<file path="config.mk">
export PLATFORM = sky130hd
export DESIGN_NAME = ofdm_frame_scheduler_flat
export DESIGN_NICKNAME = d
export VERILOG_FILES = /design/src/rtl/ofdm_frame_scheduler_pkg.sv /design/src/rtl/ofdm_frame_scheduler_if.sv /design/src/rtl/ofdm_frame_scheduler_down_counter.sv /design/src/rtl/ofdm_frame_scheduler.sv /design/src/flat_wrapper.sv
export SDC_FILE = /design/constraint.sdc
export NUM_CORES = 1
export LEC_CHECK = 0
export ABC_AREA = 1
export CAP_MARGIN = 20
export CORE_UTILIZATION = 50
export CTS_CLUSTER_SIZE = 25
export DETAILED_ROUTE_END_ITERATION = 10
export MAX_ROUTING_LAYER = met4
export PLACE_DENSITY = 0.71
export SLEW_MARGIN = 20
export SYNTH_ARGS = -nofsm -noshare
export SYNTH_HDL_FRONTEND = slang
export SYNTH_SLANG_ARGS = --single-unit
</file>
<file path="constraint.sdc">
create_clock -name clk -period 2.62 [get_ports clk]
set_input_delay 0.393 -clock clk [delete_from_list [all_inputs] [get_ports clk]]
set_output_delay 0.393 -clock clk [all_outputs]
set_load 0.1 [all_outputs]
</file>
<file path="src/rtl/ofdm_frame_scheduler_pkg.sv">
// Shared types and default widths for the OFDM frame scheduler.
// Imported by the interface, the top level and the testbench.
package ofdm_frame_scheduler_pkg;

   localparam int SYM_W_DEF        = 8;
   localparam int GAP_W_DEF        = 8;
   localparam int BUSY_TIMEOUT_DEF = 15;

   typedef enum logic [2:0] {
      S_IDLE      = 3'd0,
      S_LAUNCH    = 3'd1,
      S_WAIT_BUSY = 3'd2,
      S_WAIT_DONE = 3'd3,
      S_GAP       = 3'd4,
      S_DONE      = 3'd5
   } sched_state_t;

endpackage

</file>
<file path="src/rtl/ofdm_frame_scheduler_if.sv">
// Host request and modulator-controller handshake bundle of the frame scheduler.
// The scheduler takes the slave side; the host/controller side takes master.
interface ofdm_frame_scheduler_if
   import ofdm_frame_scheduler_pkg::*;
#(
   parameter int SYM_W = SYM_W_DEF,
   parameter int GAP_W = GAP_W_DEF
);

   logic             frame_req;
   logic [SYM_W-1:0] frame_len;
   logic [GAP_W-1:0] gap_cycles;
   logic             abort;
   logic             ctrl_busy;
   logic             ctrl_go;
   logic             frame_ack;
   logic             frame_active;
   logic [SYM_W-1:0] sym_idx;
   logic             frame_done;
   logic             frame_aborted;
   logic             timeout_err;

   modport master (
      output frame_req, frame_len, gap_cycles, abort, ctrl_busy,
      input  ctrl_go, frame_ack, frame_active, sym_idx, frame_done,
             frame_aborted, timeout_err
   );

   modport slave (
      input  frame_req, frame_len, gap_cycles, abort, ctrl_busy,
      output ctrl_go, frame_ack, frame_active, sym_idx, frame_done,
             frame_aborted, timeout_err
   );

endinterface

</file>
<file path="src/rtl/ofdm_frame_scheduler_down_counter.sv">
// Loadable down-counter with zero flag; holds at zero instead of wrapping.
module ofdm_frame_scheduler_down_counter #(
   parameter int W = 8
) (
   input  logic         clk,
   input  logic         rst,
   input  logic         i_load,
   input  logic [W-1:0] i_load_val,
   input  logic         i_dec,
   output logic         o_zero
);

   logic [W-1:0] r_count;

   always_ff @(posedge clk or negedge rst) begin
      if (!rst) begin
         r_count <= '0;
      end else if (i_load) begin
         r_count <= i_load_val;
      end else if (i_dec && (r_count != '0)) begin
         r_count <= r_count - W'(1);
      end
   end

   assign o_zero = (r_count == '0);

endmodule

</file>
<file path="src/rtl/ofdm_frame_scheduler.sv">
// Sequences multi-symbol OFDM frames: one ctrl_go per symbol, busy-flag tracking,
// inter-symbol gap, abort and busy-rise timeout. Every output is registered.
module ofdm_frame_scheduler
   import ofdm_frame_scheduler_pkg::*;
#(
   parameter int SYM_W        = SYM_W_DEF,
   parameter int GAP_W        = GAP_W_DEF,
   parameter int BUSY_TIMEOUT = BUSY_TIMEOUT_DEF
) (
   input  logic                  clk,
   input  logic                  rst,
   ofdm_frame_scheduler_if.slave bus
);

   localparam int TMO_W = $clog2(BUSY_TIMEOUT + 1);

   sched_state_t     r_state, w_state_nxt;
   logic [SYM_W-1:0] r_len, r_sym_idx, w_sym_idx_nxt;
   logic [GAP_W-1:0] r_gap;
   logic [TMO_W-1:0] r_tmo_cnt, w_tmo_cnt_nxt;
   logic             r_abort_pend, w_abort_pend_nxt, w_abort_eff;
   logic             r_go, r_ack, r_active, r_done, r_aborted, r_tmo_err;
   logic             w_ack_nxt, w_tmo_err_nxt, w_last_sym;
   logic             w_gap_load, w_gap_dec, w_gap_zero;

   // Abort counts from the cycle it arrives, so a same-cycle final completion still reports it.
   assign w_abort_eff = r_abort_pend |
                        (bus.abort && (r_state != S_IDLE) && (r_state != S_DONE));
   assign w_last_sym  = (r_sym_idx == r_len - SYM_W'(1));

   // NOTE: every always_comb output gets a default first, otherwise a missed branch infers a latch.
   always_comb begin
      w_state_nxt   = r_state;
      w_sym_idx_nxt = r_sym_idx;
      w_tmo_cnt_nxt = r_tmo_cnt;
      w_tmo_err_nxt = r_tmo_err;
      w_ack_nxt     = 1'b0;
      w_gap_load    = 1'b0;
      w_gap_dec     = 1'b0;
      case (r_state)
         S_IDLE: begin
            if (bus.frame_req && (bus.frame_len != '0)) begin
               w_state_nxt   = S_LAUNCH;
               w_ack_nxt     = 1'b1;
               w_sym_idx_nxt = '0;
               w_tmo_err_nxt = 1'b0;
            end
         end
         S_LAUNCH: begin
            w_tmo_cnt_nxt = '0;
            w_state_nxt   = bus.abort ? S_DONE : S_WAIT_BUSY;
         end
         S_WAIT_BUSY: begin
            if (bus.ctrl_busy) begin
               w_state_nxt = S_WAIT_DONE;
            end else if (r_tmo_cnt == TMO_W'(BUSY_TIMEOUT - 1)) begin
               w_tmo_err_nxt = 1'b1;
               w_state_nxt   = S_DONE;
            end else begin
               w_tmo_cnt_nxt = r_tmo_cnt + TMO_W'(1);
            end
         end
         S_WAIT_DONE: begin
            if (!bus.ctrl_busy) begin
               if (w_last_sym || w_abort_eff) begin
                  w_state_nxt = S_DONE;
               end else if (r_gap == '0) begin
                  w_state_nxt   = S_LAUNCH;
                  w_sym_idx_nxt = r_sym_idx + SYM_W'(1);
               end else begin
                  w_gap_load  = 1'b1;
                  w_state_nxt = S_GAP;
               end
            end
         end
         S_GAP: begin
            if (bus.abort) begin
               w_state_nxt = S_DONE;
            end else if (w_gap_zero) begin
               w_state_nxt   = S_LAUNCH;
               w_sym_idx_nxt = r_sym_idx + SYM_W'(1);
            end else begin
               w_gap_dec = 1'b1;
            end
         end
         S_DONE:  w_state_nxt = S_IDLE;
         default: w_state_nxt = S_IDLE;
      endcase
   end

   assign w_abort_pend_nxt = w_abort_eff && (w_state_nxt != S_DONE) && (w_state_nxt != S_IDLE);

   // Loaded with gap-1 so the zero flag marks the last of exactly gap_cycles GAP cycles.
   ofdm_frame_scheduler_down_counter #(.W(GAP_W)) u_gap_cnt (
      .clk        (clk),
      .rst        (rst),
      .i_load     (w_gap_load),
      .i_load_val (r_gap - GAP_W'(1)),
      .i_dec      (w_gap_dec),
      .o_zero     (w_gap_zero)
   );

   // NOTE: sequential state uses non-blocking assignments so every register samples pre-edge values.
   always_ff @(posedge clk or negedge rst) begin
      if (!rst) begin
         r_state      <= S_IDLE;
         r_len        <= '0;
         r_gap        <= '0;
         r_sym_idx    <= '0;
         r_tmo_cnt    <= '0;
         r_abort_pend <= 1'b0;
         r_go         <= 1'b0;
         r_ack        <= 1'b0;
         r_active     <= 1'b0;
         r_done       <= 1'b0;
         r_aborted    <= 1'b0;
         r_tmo_err    <= 1'b0;
      end else begin
         r_state      <= w_state_nxt;
         r_sym_idx    <= w_sym_idx_nxt;
         r_tmo_cnt    <= w_tmo_cnt_nxt;
         r_abort_pend <= w_abort_pend_nxt;
         r_tmo_err    <= w_tmo_err_nxt;
         if (w_ack_nxt) begin
            r_len <= bus.frame_len;
            r_gap <= bus.gap_cycles;
         end
         r_go      <= (w_state_nxt == S_LAUNCH);
         r_ack     <= w_ack_nxt;
         r_active  <= (r_state != S_IDLE) && (w_state_nxt != S_IDLE);
         r_done    <= (w_state_nxt == S_DONE);
         r_aborted <= (w_state_nxt == S_DONE) && w_abort_eff;
      end
   end

   assign bus.ctrl_go       = r_go;
   assign bus.frame_ack     = r_ack;
   assign bus.frame_active  = r_active;
   assign bus.sym_idx       = r_sym_idx;
   assign bus.frame_done    = r_done;
   assign bus.frame_aborted = r_aborted;
   assign bus.timeout_err   = r_tmo_err;

endmodule
</file>
<file path="src/flat_wrapper.sv">
// flat-port wrapper written by rule: the top's interface ports become plain ports
module ofdm_frame_scheduler_flat import ofdm_frame_scheduler_pkg::*;
#(
   parameter int SYM_W        = SYM_W_DEF,
   parameter int GAP_W        = GAP_W_DEF,
   parameter int BUSY_TIMEOUT = BUSY_TIMEOUT_DEF
)
  (clk, rst, bus_frame_req, bus_frame_len, bus_gap_cycles, bus_abort, bus_ctrl_busy, bus_ctrl_go, bus_frame_ack, bus_frame_active, bus_sym_idx, bus_frame_done, bus_frame_aborted, bus_timeout_err);
  ofdm_frame_scheduler_if #(.SYM_W(SYM_W), .GAP_W(GAP_W)) bus_i ();
  input  logic clk;
  input  logic rst;
  input wire logic [$bits(bus_i.frame_req)-1:0] bus_frame_req;
  input wire logic [$bits(bus_i.frame_len)-1:0] bus_frame_len;
  input wire logic [$bits(bus_i.gap_cycles)-1:0] bus_gap_cycles;
  input wire logic [$bits(bus_i.abort)-1:0] bus_abort;
  input wire logic [$bits(bus_i.ctrl_busy)-1:0] bus_ctrl_busy;
  output wire logic [$bits(bus_i.ctrl_go)-1:0] bus_ctrl_go;
  output wire logic [$bits(bus_i.frame_ack)-1:0] bus_frame_ack;
  output wire logic [$bits(bus_i.frame_active)-1:0] bus_frame_active;
  output wire logic [$bits(bus_i.sym_idx)-1:0] bus_sym_idx;
  output wire logic [$bits(bus_i.frame_done)-1:0] bus_frame_done;
  output wire logic [$bits(bus_i.frame_aborted)-1:0] bus_frame_aborted;
  output wire logic [$bits(bus_i.timeout_err)-1:0] bus_timeout_err;
  assign bus_i.frame_req = bus_frame_req;
  assign bus_i.frame_len = bus_frame_len;
  assign bus_i.gap_cycles = bus_gap_cycles;
  assign bus_i.abort = bus_abort;
  assign bus_i.ctrl_busy = bus_ctrl_busy;
  assign bus_ctrl_go = bus_i.ctrl_go;
  assign bus_frame_ack = bus_i.frame_ack;
  assign bus_frame_active = bus_i.frame_active;
  assign bus_sym_idx = bus_i.sym_idx;
  assign bus_frame_done = bus_i.frame_done;
  assign bus_frame_aborted = bus_i.frame_aborted;
  assign bus_timeout_err = bus_i.timeout_err;
  ofdm_frame_scheduler #(.SYM_W(SYM_W), .GAP_W(GAP_W), .BUSY_TIMEOUT(BUSY_TIMEOUT)) u_core (.clk(clk), .rst(rst), .bus(bus_i));
endmodule
</file>
# Yosys cells after proc, flatten, opt, wreduce, memory -nomap -nowiden
# Index checks and enable logic that the tools add are counted.
# totals
mem_bits_rw,0
elab_cells,96
latch_bits,0
out_inout_bits,14
input_bits,21
mem_count,0
register_bits,46
rom_bits,0
# op_classes
multipliers,0
n_eq_ne,19
n_shift,0
bitwise,1
reduce_logical,23
add_sub_neg,5
div_mod_pow,0
n_mux,35
order_cmp,0
# op_table
cell,n
$mux W8,8
$mux W3,9
$pmux W8 S3,1
$sub A8 B1 Y8 const B,3
$logic_not A8 Y1,2
$reduce_bool A8 Y1,2
$pmux W3 S5,1
$mux W1,12
$ne A2 B2 Y1 const B,6
$reduce_bool A3 Y1,3
$add A8 B1 Y8 const B,1
$eq A8 B8 Y1,1
$logic_and A1 B1 Y1,8
$mux W4,2
$pmux W4 S2,1
$reduce_and A7 Y1,1
$eq A3 B1 Y1 const B,2
$eq A3 B2 Y1 const B,2
$eq A3 B3 Y1 const B,2
$ne A2 B1 Y1 const B,3
$ne A3 B3 Y1 const B,2
$reduce_bool A2 Y1,3
$add A4 B1 Y4 const B,1
$eq A4 B4 Y1 const B,1
6 further kinds,6

# Logic depth before layout (Yosys ltp)
# logic_depth
ltp_word,11
ltp_mapped,22
depth_no_buf,22

# By module
# From an unflattened synthesis, not the netlist that was laid out.
# unflattened
hier_cells,394
area_unflattened_um2,2835.2
# modules_own_cells
module,cells_per_inst,seq_area_each_um2,n_inst,area_per_inst_um2
ofdm_frame_scheduler,301,950.9,1,2238.4
ofdm_frame_scheduler_down_counter,93,200.2,1,596.8

# Worst setup path after synthesis
# No wires, ideal clock.
# synth_path
kind,flip-flop to flip-flop
from,"register u_core.r_sym_idx[4], in the netlist u_core.bus.sym_idx[4]"
to,register u_core.u_gap_cnt.r_count[6]
t_arrival_ns,2.643
path_stages_with_launch,20
path_slack_ns,-0.141
period_less_slack_ns,2.761
path_buffers,1
cell_sequence,dfrtp_1 -> buf_2 -> inv_2 -> nand2_1 -> nand2_1 -> nand2_1 -> nand3_1 -> nor2_1 -> nand2_1 -> nor2_2 -> nand2_2 -> nand4_4 -> nand2_1 -> nand2_1 -> ha_1 -> nand3_2 -> nor2_2 -> nand3_1 -> nand3_1 -> nand2_1
# synth_between
elab_chain_cells,6
elab_cells_between_ends,7
# synth_lines
item,line_no,rtl
"start, declared",ofdm_frame_scheduler.sv:18,"logic [SYM_W-1:0] r_len, r_sym_idx, w_sym_idx_nxt;"
"start signal, assigned",ofdm_frame_scheduler.sv:120,r_sym_idx <= w_sym_idx_nxt;
$eq A8 B8 Y1 *,ofdm_frame_scheduler.sv:29,assign w_last_sym = (r_sym_idx == r_len - SYM_W'(1));
$logic_or A1 B1 Y1 *,ofdm_frame_scheduler.sv:65,if (w_last_sym || w_abort_eff) begin
$mux W1 *,ofdm_frame_scheduler.sv:65,
$mux W1 *,ofdm_frame_scheduler.sv:64,if (!bus.ctrl_busy) begin
$mux W1 *,ofdm_frame_scheduler.sv:40,case (r_state)
$mux W8 or $reduce_bool A2 Y1 (tied branches),n/a,
"end signal, assigned",ofdm_frame_scheduler_down_counter.sv:19,r_count <= i_load_val;
"end signal, assigned",ofdm_frame_scheduler_down_counter.sv:21,r_count <= r_count - W'(1);
"end, declared",ofdm_frame_scheduler_down_counter.sv:13,logic [W-1:0] r_count;
# Mark *: on every way between the ends. The rest lies on a longest branch, timed or not.
# A chain may end at the register's enable or synchronous reset.

# Worst setup path after layout
# layout_path
from,register u_core.r_len[1]
to,register u_core.u_gap_cnt.r_count[6]
# layout_between
elab_chain_cells,7
elab_cells_between_ends,8
# layout_lines
item,line_no,rtl
"start, declared",ofdm_frame_scheduler.sv:18,
"start signal, assigned",ofdm_frame_scheduler.sv:125,r_len <= bus.frame_len;
$sub A8 B1 Y8 *,ofdm_frame_scheduler.sv:29,
$eq A8 B8 Y1 *,ofdm_frame_scheduler.sv:29,
$logic_or A1 B1 Y1 *,ofdm_frame_scheduler.sv:65,
$mux W1 *,ofdm_frame_scheduler.sv:65,
$mux W1 *,ofdm_frame_scheduler.sv:64,
$mux W1 *,ofdm_frame_scheduler.sv:40,
$mux W8 or $reduce_bool A2 Y1 (tied branches),n/a,
# Marked as above.

==> run metrics <==
commonest cells after routing, fill and taps aside nand2_1, inv_1, dfrtp_1; outcome finished, final reports clean; Synth Register Bits 46; die height roughly 76 um; CTS tree built; worst hold path class in -> async; clock sink count 46; crit path max fanout 5; commonest non-fill, non-tap cell in the layout nand2_1; Die X approximately 76 um; Fillers between 400 and 500; synthesized cell area between 2000 and 3000 um^2; final max-slew violation count 0; Critical Path End Type flip-flop; post-synth net total 395; fin crit share around 92%; # diodes 0; Site Rows 26; relative slew slack between 60% and 70%; number of I/O pins 35; Max clock buf depth 2; vias 2450; Pwr Total around 3.8 mW; CP max stage delay 0.40 ns; initial antenna violation count 0; total of warnings raised by yosys 0; Static Leak 1.63 nW; P&R area growth vs syn 20.7%; Initial Util between 50% and 60%; die area 5740 um^2; H-tree Lvls 2; 1st-pass router iterations 4; WP data arrival approximately 2.6 ns; Final setup viols 0; register area between 1000 and 1500 um^2; worst slew pin tran between 0.4 and 0.5 ns; flop-to-flop setup slack a little over 0.2 ns; Worst path most repeated cell nand2_1; slowest library cell on the worst path dfrtp_1; CP required between 2 and 3 ns; fin nets 438; initial drt markers about 130; Detailed Place HPWL roughly 4600 um; Post-route DRC 0; placed instance count approximately 470; syn_area_per_cell approximately 7.4 um^2; Clk Latency, worst-skew pair approximately 0.3 ns; worst setup path class reg -> reg; highest clock rate between 0.4 and 0.5 GHz; Final GP Congestion about 0.91; Synth Instances 369; Multi-input gate area ~1400 um^2; Worst-path clk slew roughly 0.090 ns; cell family with most CP delay simple AND/OR/NAND/NOR gates; cts bufs inserted 5; sequential area share after synthesis a little over two fifths; Synth cell types 38; Cell Pwr Density 1170 nW/um^2; Vias per Instance 5.07; first-pass GRT wire length between 10000 and 15000 um; vias in the first global route approximately 2300; Overall Global Routing Usage between 20% and 30%; core area 5170 um^2; WP buf/inv 1; Period minus WS final between 2 and 2.5 ns; Post-Route WL slightly above 6000 um; GR Overflow Total 0; root buffer cell clkbuf_8; Post-DRT Antenna Nets 0; final cell count without fillers 483; Max Clock Skew roughly 0.0054 ns; layout cells sized above 1 around 17%; max-cap viol count 0; WL/cell between 10 and 15 um; Cell Chain, Critical Path inv_1 -> ha_4 -> nand2_1 -> nor2_2 -> nand3_1 -> nand2_1 -> nand2_1 -> nand2_1 -> nor2_2 -> nand2_2 -> nand3_2 -> nor2_4 -> nand2_1 -> nand2_2 -> ha_2 -> nand3_2 -> nor2_2 -> nand3_1 -> nand3_1 -> nand2_1; pin count of the biggest net entering global routing 34; Hold Fails Final Rpt 0; PortBufs 34; startpoint types flip-flop; peak supply drop between 0.8 and 0.9 mV
-- registers in the layout (all words and copies together), names as in the netlist --
register                  count
u_core.r_len                  8
u_core.bus.frame_done         1
u_core.u_gap_cnt.r_count      8
u_core.bus.frame_ack          1
u_core.bus.frame_active       1
u_core.r_tmo_cnt              4
u_core.r_gap                  8
u_core.bus.sym_idx            8
u_core.bus.frame_aborted      1
u_core.bus.timeout_err        1
u_core.bus.ctrl_go            1
u_core.r_state                3
u_core.r_abort_pend           1
-- synth_stat cells, drive strengths merged --
library cell | count | share of area (%)
nand2 | 109 | 16
inv | 55 | 7.6
dfrtp | 46 | 42
nor2 | 43 | 7.4
o21ai | 34 | 6.8
nand3 | 29 | 5.5
a21oi | 9 | 1.7
nor3 | 7 | 1.5
xor2 | 6 | 1.9
ha | 5 | 2.3
nand4 | 4 | 1.7
buf | 3 | 0.92
clkbuf | 3 | 0.41
nor4 | 3 | 0.69
a22o | 1 | 0.32
a22oi | 1 | 0.28
a31o | 1 | 0.32
and2 | 1 | 0.23
clkinv | 1 | 0.18
mux2i | 1 | 0.37
nor3b | 1 | 0.28
o2111ai | 1 | 0.32
o21bai | 1 | 0.28
o221ai | 1 | 0.32
o22ai | 1 | 0.23
o31ai | 1 | 0.28
xnor2 | 1 | 0.32
-- layout make-up --
class / instances / share of cell area, %
timing repair buffer: 42 / 11.3
clock inverter: 3 / 1.22
inverter: 56 / 6.44
tap: 70 / 2.67
clock buffer: 5 / 2.09
multi-input combinational: 261 / 41.2
sequential: 46 / 35.1
-- routing by layer --
layer  up-vias  track usage, %  wire (um)
met5         -               -          0
met4         0            7.41         57
met3         5            3.97        191
met2        48            36.9       2740
met1      1133            32.9       3090
li1       1264               -          -
-- where the power goes --
group          switching (mW)  internal [mW]
Clock                   0.248          0.281
Sequential              0.237          0.988
Combinational            1.41          0.671
Total                    1.90           1.94
-- path summary, 6_finish.rpt --
path                                                  from                                 endpoint  depth (start not counted)
max                            u_core.r_len[1]$_DFFE_PN0P_  u_core.u_gap_cnt.r_count[6]$_DFFE_PN0P_                         20
min                                                    rst              u_core.r_len[2]$_DFFE_PN0P_                          1
max reg2reg                    u_core.r_len[1]$_DFFE_PN0P_  u_core.u_gap_cnt.r_count[6]$_DFFE_PN0P_                         20
min reg2reg                u_core.r_tmo_cnt[3]$_DFFE_PN0P_          u_core.r_tmo_cnt[3]$_DFFE_PN0P_                          1
max in group asynchronous                              rst  u_core.u_gap_cnt.r_count[0]$_DFFE_PN0P_                          2
min in group clk           u_core.r_tmo_cnt[3]$_DFFE_PN0P_          u_core.r_tmo_cnt[3]$_DFFE_PN0P_                          1
-- logic make-up (layout without fill, tap and decap cells) --
group | count (synthesis) | after routing | synth area share (%)
multiplexers | 1 | 1 | 0.368
AO/OA/AOI/OAI | 51 | 51 | 10.8
XOR/XNOR | 7 | 7 | 2.25
AND/OR/NAND/NOR | 197 | 197 | 32.9
flip-flops | 46 | 46 | 42.3
buffers and inverters | 62 | 106 | 9.10
adder cells (fa/ha/maj) | 5 | 5 | 2.30
-- stage by stage --
stage	hold WS, ns	setup WS, ns	TNS [ns]	area, um^2	util [%]
2_1_floorplan	0.0974	0.0214	0	2720	-
3_3_place_gp	0.386	0.192	0	3130	60.4
3_5_place_dp	0.389	0.0769	0	3130	60.4
4_1_cts	0.0554	0.0654	0	3240	62.6
5_1_grt	0.0722	-0.0355	-0.0636	3290	63.5
6_report	0.0400	0.205	0	3290	63.5
-- repair_timing --
| item | CTS | global route |
|---|---|---|
| resized for setup | 0 | 6 |
| hold endpoints to repair | 0 | 0 |
| endpoints found under the setup margin | 0 | 5 |
| hold buffers | 0 | 0 |
| setup buffers | 0 | 3 |
(Power assumes the default switching activity.)
